<file path="config.mk">
export PLATFORM = sky130hd
export DESIGN_NAME = pool_serializer
export DESIGN_NICKNAME = d
export VERILOG_FILES = /design/src/rtl/pool_pkg.sv /design/src/rtl/max_pool_unit.sv /design/src/rtl/pool_serializer.sv
export SDC_FILE = /design/constraint.sdc
export NUM_CORES = 1
export LEC_CHECK = 0
export BUFFER_PORTS_ARGS = -buffer_cell sky130_fd_sc_hd__buf_2
export CORE_MARGIN = 10
export CORE_UTILIZATION = 38
export DETAILED_ROUTE_END_ITERATION = 6
export GPL_TIMING_DRIVEN = 0
export PLACE_DENSITY = 0.69
export SLEW_MARGIN = 40
export SYNTH_ARGS = -nofsm -noshare
export SYNTH_HDL_FRONTEND = slang
export SYNTH_SLANG_ARGS = --single-unit
</file>
<file path="constraint.sdc">
create_clock -name clk_i -period 3.1 [get_ports clk_i]
set_input_delay 0.62 -clock clk_i [delete_from_list [all_inputs] [get_ports clk_i]]
set_output_delay 0.62 -clock clk_i [all_outputs]
set_load 0.05 [all_outputs]
</file>
<file path="src/rtl/pool_pkg.sv">
// Shared types and helpers for the pool serializer.
// POOL_RELU_EN (when defined) clamps negative pooled words to zero.
package pool_pkg;
  typedef enum logic [0:0] {eIDLE = 1'b0, eSEND = 1'b1} state_e;

  localparam int MAX_WORD = 64;

  // Width-generic ReLU: the caller zero-extends its word and names its width.
  function automatic logic [MAX_WORD-1:0] relu(input logic [MAX_WORD-1:0] word, input int width);
    return word[6'(width-1)] ? '0 : word;
  endfunction
endpackage

</file>
<file path="src/rtl/max_pool_unit.sv">
// Combinational signed max over one pool group; ReLU on the result under POOL_RELU_EN.
module max_pool_unit
  import pool_pkg::*;
#(
  parameter int WORD_SIZE = 16,
  parameter int POOL_SIZE = 2
) (
  input  logic [POOL_SIZE-1:0][WORD_SIZE-1:0] words,
  output logic [WORD_SIZE-1:0]                word
);
  logic [WORD_SIZE-1:0] best;

  // Strict greater-than keeps the lower index on ties.
  always_comb begin
    best = words[0];
    for (int i = 1; i < POOL_SIZE; i++)
      if ($signed(words[i]) > $signed(best)) best = words[i];
  end

`ifdef POOL_RELU_EN
  assign word = WORD_SIZE'(relu(MAX_WORD'(best), WORD_SIZE));
`else
  assign word = best;
`endif
endmodule

</file>
<file path="src/rtl/pool_serializer.sv">
// Captures a conv-result vector, max-pools it, and streams pooled words over valid/ready.
// Build option POOL_RELU_EN enables ReLU on every pooled word.
module pool_serializer
  import pool_pkg::*;
#(
  parameter int NUM_INPUTS = 2,
  parameter int WORD_SIZE  = 16,
  parameter int POOL_SIZE  = 2
) (
  input  logic                                 clk_i,
  input  logic                                 reset_i,
  input  logic                                 valid_i,
  output logic                                 yumi_o,
  input  logic [NUM_INPUTS-1:0][WORD_SIZE-1:0] data_i,
  output logic                                 valid_o,
  input  logic                                 ready_i,
  output logic [WORD_SIZE-1:0]                 data_o,
  output logic                                 last_o
);
  localparam int NUM_OUTPUTS = NUM_INPUTS / POOL_SIZE;
  localparam int IDX_W       = (NUM_OUTPUTS > 1) ? $clog2(NUM_OUTPUTS) : 1;

  state_e                                 state;
  logic [IDX_W-1:0]                       index;
  logic [IDX_W-1:0]                       next_idx;
  logic [NUM_OUTPUTS-1:0][WORD_SIZE-1:0]  pool_comb;
  logic [NUM_OUTPUTS-1:0][WORD_SIZE-1:0]  pooled;

  for (genvar g = 0; g < NUM_OUTPUTS; g++) begin : g_pool
    max_pool_unit #(.WORD_SIZE(WORD_SIZE), .POOL_SIZE(POOL_SIZE)) u_pool (
      .words (data_i[g*POOL_SIZE +: POOL_SIZE]),
      .word  (pool_comb[g])
    );
  end

  assign yumi_o   = reset_i && valid_i && (state == eIDLE);
  assign next_idx = index + 1'b1;

  // Outputs are registered: the first word is loaded straight from the pool units
  // on acceptance so it is valid the cycle after yumi_o.
  always_ff @(posedge clk_i or negedge reset_i) begin
    if (!reset_i) begin
      state   <= eIDLE;
      index   <= '0;
      pooled  <= '0;
      valid_o <= 1'b0;
      data_o  <= '0;
      last_o  <= 1'b0;
    end else begin
      case (state)
        eSEND: begin
          if (ready_i) begin
            if (last_o) begin
              state   <= eIDLE;
              index   <= '0;
              valid_o <= 1'b0;
              data_o  <= '0;
              last_o  <= 1'b0;
            end else begin
              index  <= next_idx;
              data_o <= pooled[next_idx];
              last_o <= (next_idx == IDX_W'(NUM_OUTPUTS-1));
            end
          end
        end
        default: begin
          state <= eIDLE;
          if (valid_i) begin
            state   <= eSEND;
            index   <= '0;
            pooled  <= pool_comb;
            valid_o <= 1'b1;
            data_o  <= pool_comb[0];
            last_o  <= (NUM_OUTPUTS == 1);
          end
        end
      endcase
    end
  end
endmodule

</file>
==> qor.csv <==
metric,value,unit
ir_drop,0.2840,mV
max_clock_freq,373.5,MHz
cp.arrival,2060,ps
antenna_found_initial,0,
cts_buffers,5,
die_area,0.01082,sq mm
r2r_end,data_o[0]$_DFFE_PN0P_,
ys.flop_type,dfrtp_1,
powerDensity,862.7,mW/mm^2
reg2reg_depth,7,
leakage,1.457,nW
cts_max_path_buffers,2,
rows,30,
timing.final.crit_share,0.8636,
post-synth-top-count-cell,nor2_1,
crit_path_max_fanout,10,
synth.area.top_cells,"dfrtp_1 (34%), nor2_1 (9.5%), ha_1 (7.5%)",
wl_per_cell,16.24,um
dr.pass1.iters,4,
start_util,0.3929,
track_usage,0.1505,
gr-total-overflow,0,
clk_pin_slew,80,ps
n_antenna_cell,0,
synth_cell_types,33,
grt_max_degree,38,
grt_first_pass_wirelength,13640,um
grt_pass1_vias,2656,
clock_latency,300,ps
coreArea,0.006832,sq mm
critPathTopFamily,buffers and inverters,
dp_hpwl,6061,um
nets,459,
setup_violations,0,
drtIter0Drc,174,
ys_seq_area_frac,0.3357,
vias,2709,
cts_resized,0,
antenna_left,0,
synthToLayoutAreaGrowth,18.09,%
skew,5.792,ps
postCtsSetupRepairBufs,0,
htreeDepth,2,
netlist_area,0.002684,sq mm
slew_violations,0,
netlist_top_cells_count,"nor2_1 (68), nand2_1 (41), dfrtp_1 (36)",
synth_edf_count,0,
synth_warnings,0,
rsz0062_at_grt,false,
crit_cells,5,
outcome,completed,
viasPerCell,5.375,
hold_violations,0,
synthCells,346,
cp_num_buf_inv,3,
final_core_util,0.4639,
cts.sinks,36,
synth_async_sr_flop_share,1.000,
ioPinCount,55,
min_period,2677,ps
wl,8183,um
route.detailed.drc,0,
hp-class,input port to async pin,
die_w,104.0,um
crit_path_start_kind,flop,
worst_pin_slew,618.6,ps
synth_seq_cells,36,
cts_tree,yes,
crit_top_cell,clkbuf_1,
die_y,104.0,um
synth_nets,398,
crit_slowest_cell,clkbuf_1,
slowest_delay,440,ps
max-slew-margin-rel,0.5876,
cts_hold_buf,0,
crit_chain,"nor2b_1, clkbuf_1, clkbuf_1, and2_1, buf_2",
yosysTopAreaCell,dfrtp_1,
crit_path_end_kind,primary output,
drive_above_1_share,0.1985,
r2r_setup_slack,1040,ps
synth_top_area_frac,0.3357,
required,2480,ps
place.gp.congestion,0.8442,
syn_avg_cell_area,7.757,sq um
reg2reg_from,state$_DFF_PN0_,
cts_root_buffer,clkbuf_8,
crit_type,flop to primary output,
maxCapViolations,0,
numPortBuffers,54,
tns,0,ps
[layer usage]
layer / vias to the layer above / GRT usage / routed length (um)
met5: - / 0 / 0
met4: 0 / 0.02982 / 46
met3: 4 / 0.03841 / 505
met2: 67 / 0.2450 / 4024
met1: 1318 / 0.1958 / 3607
li1: 1320 / - / -
[kinds of logic after synthesis]
logic type / count (synthesis) / synth area share
and+or+nand+nor: 150 / 0.2364
AOI/OAI and AO/OA: 82 / 0.2037
buffers and inverters: 45 / 0.07879
DFF: 36 / 0.3357
muxes: 17 / 0.07087
adders and majority gates: 16 / 0.07459
[worst max-delay path by stage]
stage | to | startpoint
finish | yumi_o | state$_DFF_PN0_
global route | yumi_o | state$_DFF_PN0_
CTS | yumi_o | state$_DFF_PN0_
detailed placement | pooled[4]$_DFFE_PN0P_ | data_i[14]
global placement | pooled[5]$_DFFE_PN0P_ | data_i[14]
floorplan | pooled[0]$_DFFE_PN0P_ | data_i[13]
[placed cells by master (no fill, tap or decap)]
| cell type | count |
|---|---|
| o21ai_1 | 1 |
| o211ai_1 | 16 |
| nand3_1 | 32 |
| or3_1 | 1 |
| o22ai_1 | 1 |
| mux2_1 | 8 |
| buf_4 | 2 |
| a31oi_1 | 16 |
| mux2_2 | 8 |
| o211ai_2 | 1 |
| inv_1 | 21 |
| buf_1 | 2 |
| a21o_1 | 17 |
| buf_6 | 5 |
| clkinv_2 | 2 |
| nor2b_1 | 2 |
| and4_1 | 1 |
| clkbuf_1 | 15 |
| o221ai_1 | 1 |
| a21oi_1 | 24 |
| nand4_1 | 2 |
| nand2b_1 | 1 |
| a22oi_2 | 1 |
| buf_2 | 54 |
| dfrtp_1 | 36 |
| mux2i_1 | 1 |
| a22o_1 | 1 |
| a2111oi_2 | 1 |
| ha_1 | 16 |
| nor4_2 | 1 |
| nand2_1 | 41 |
| clkbuf_8 | 6 |
| o21ai_0 | 2 |
| and2_1 | 1 |
| nor2_1 | 68 |
[report_power, final]
group | switching [W] | internal, W | leakage (nW) | total (W)
sequential | 0.000156 | 0.000701 | 0.425 | 0.000857
clock | 0.000183 | 0.000178 | 0.0510 | 0.000361
combinational | 0.00104 | 0.000476 | 0.982 | 0.00152
total | 0.00138 | 0.00136 | 1.46 | 0.00273
[metrics by stage]
step,std cells,setup slack (ps),hold slack [ps],power [W],instance area (sq um)
after floorplan,346,755.7,324.4,0.001989,2684
after global placement,496,210.8,517.5,0.002346,3074
after detailed placement,496,176.9,526.3,0.002388,3077
after CTS,504,416.9,309.5,0.002752,3169
after global routing,504,241.1,316.4,0.002954,3169
final,504,422.9,285.8,0.002734,3169
[cell type report]
type	instances	area [sq um]
fill	754	3662
multi-input combinational	265	1572
sequential	36	900.9
timing repair buffer	54	272.8
buffer	24	132.6
tap	96	120.1
clock buffer	6	82.58
inverter	21	78.83
clock inverter	2	10.01
[state kept, by name, summed over array words and instances (netlist names)]
signal and count:
data_o 16, valid_o 1, pooled 16, last_o 1
state 1, index 1
(Power assumes the default switching activity.)
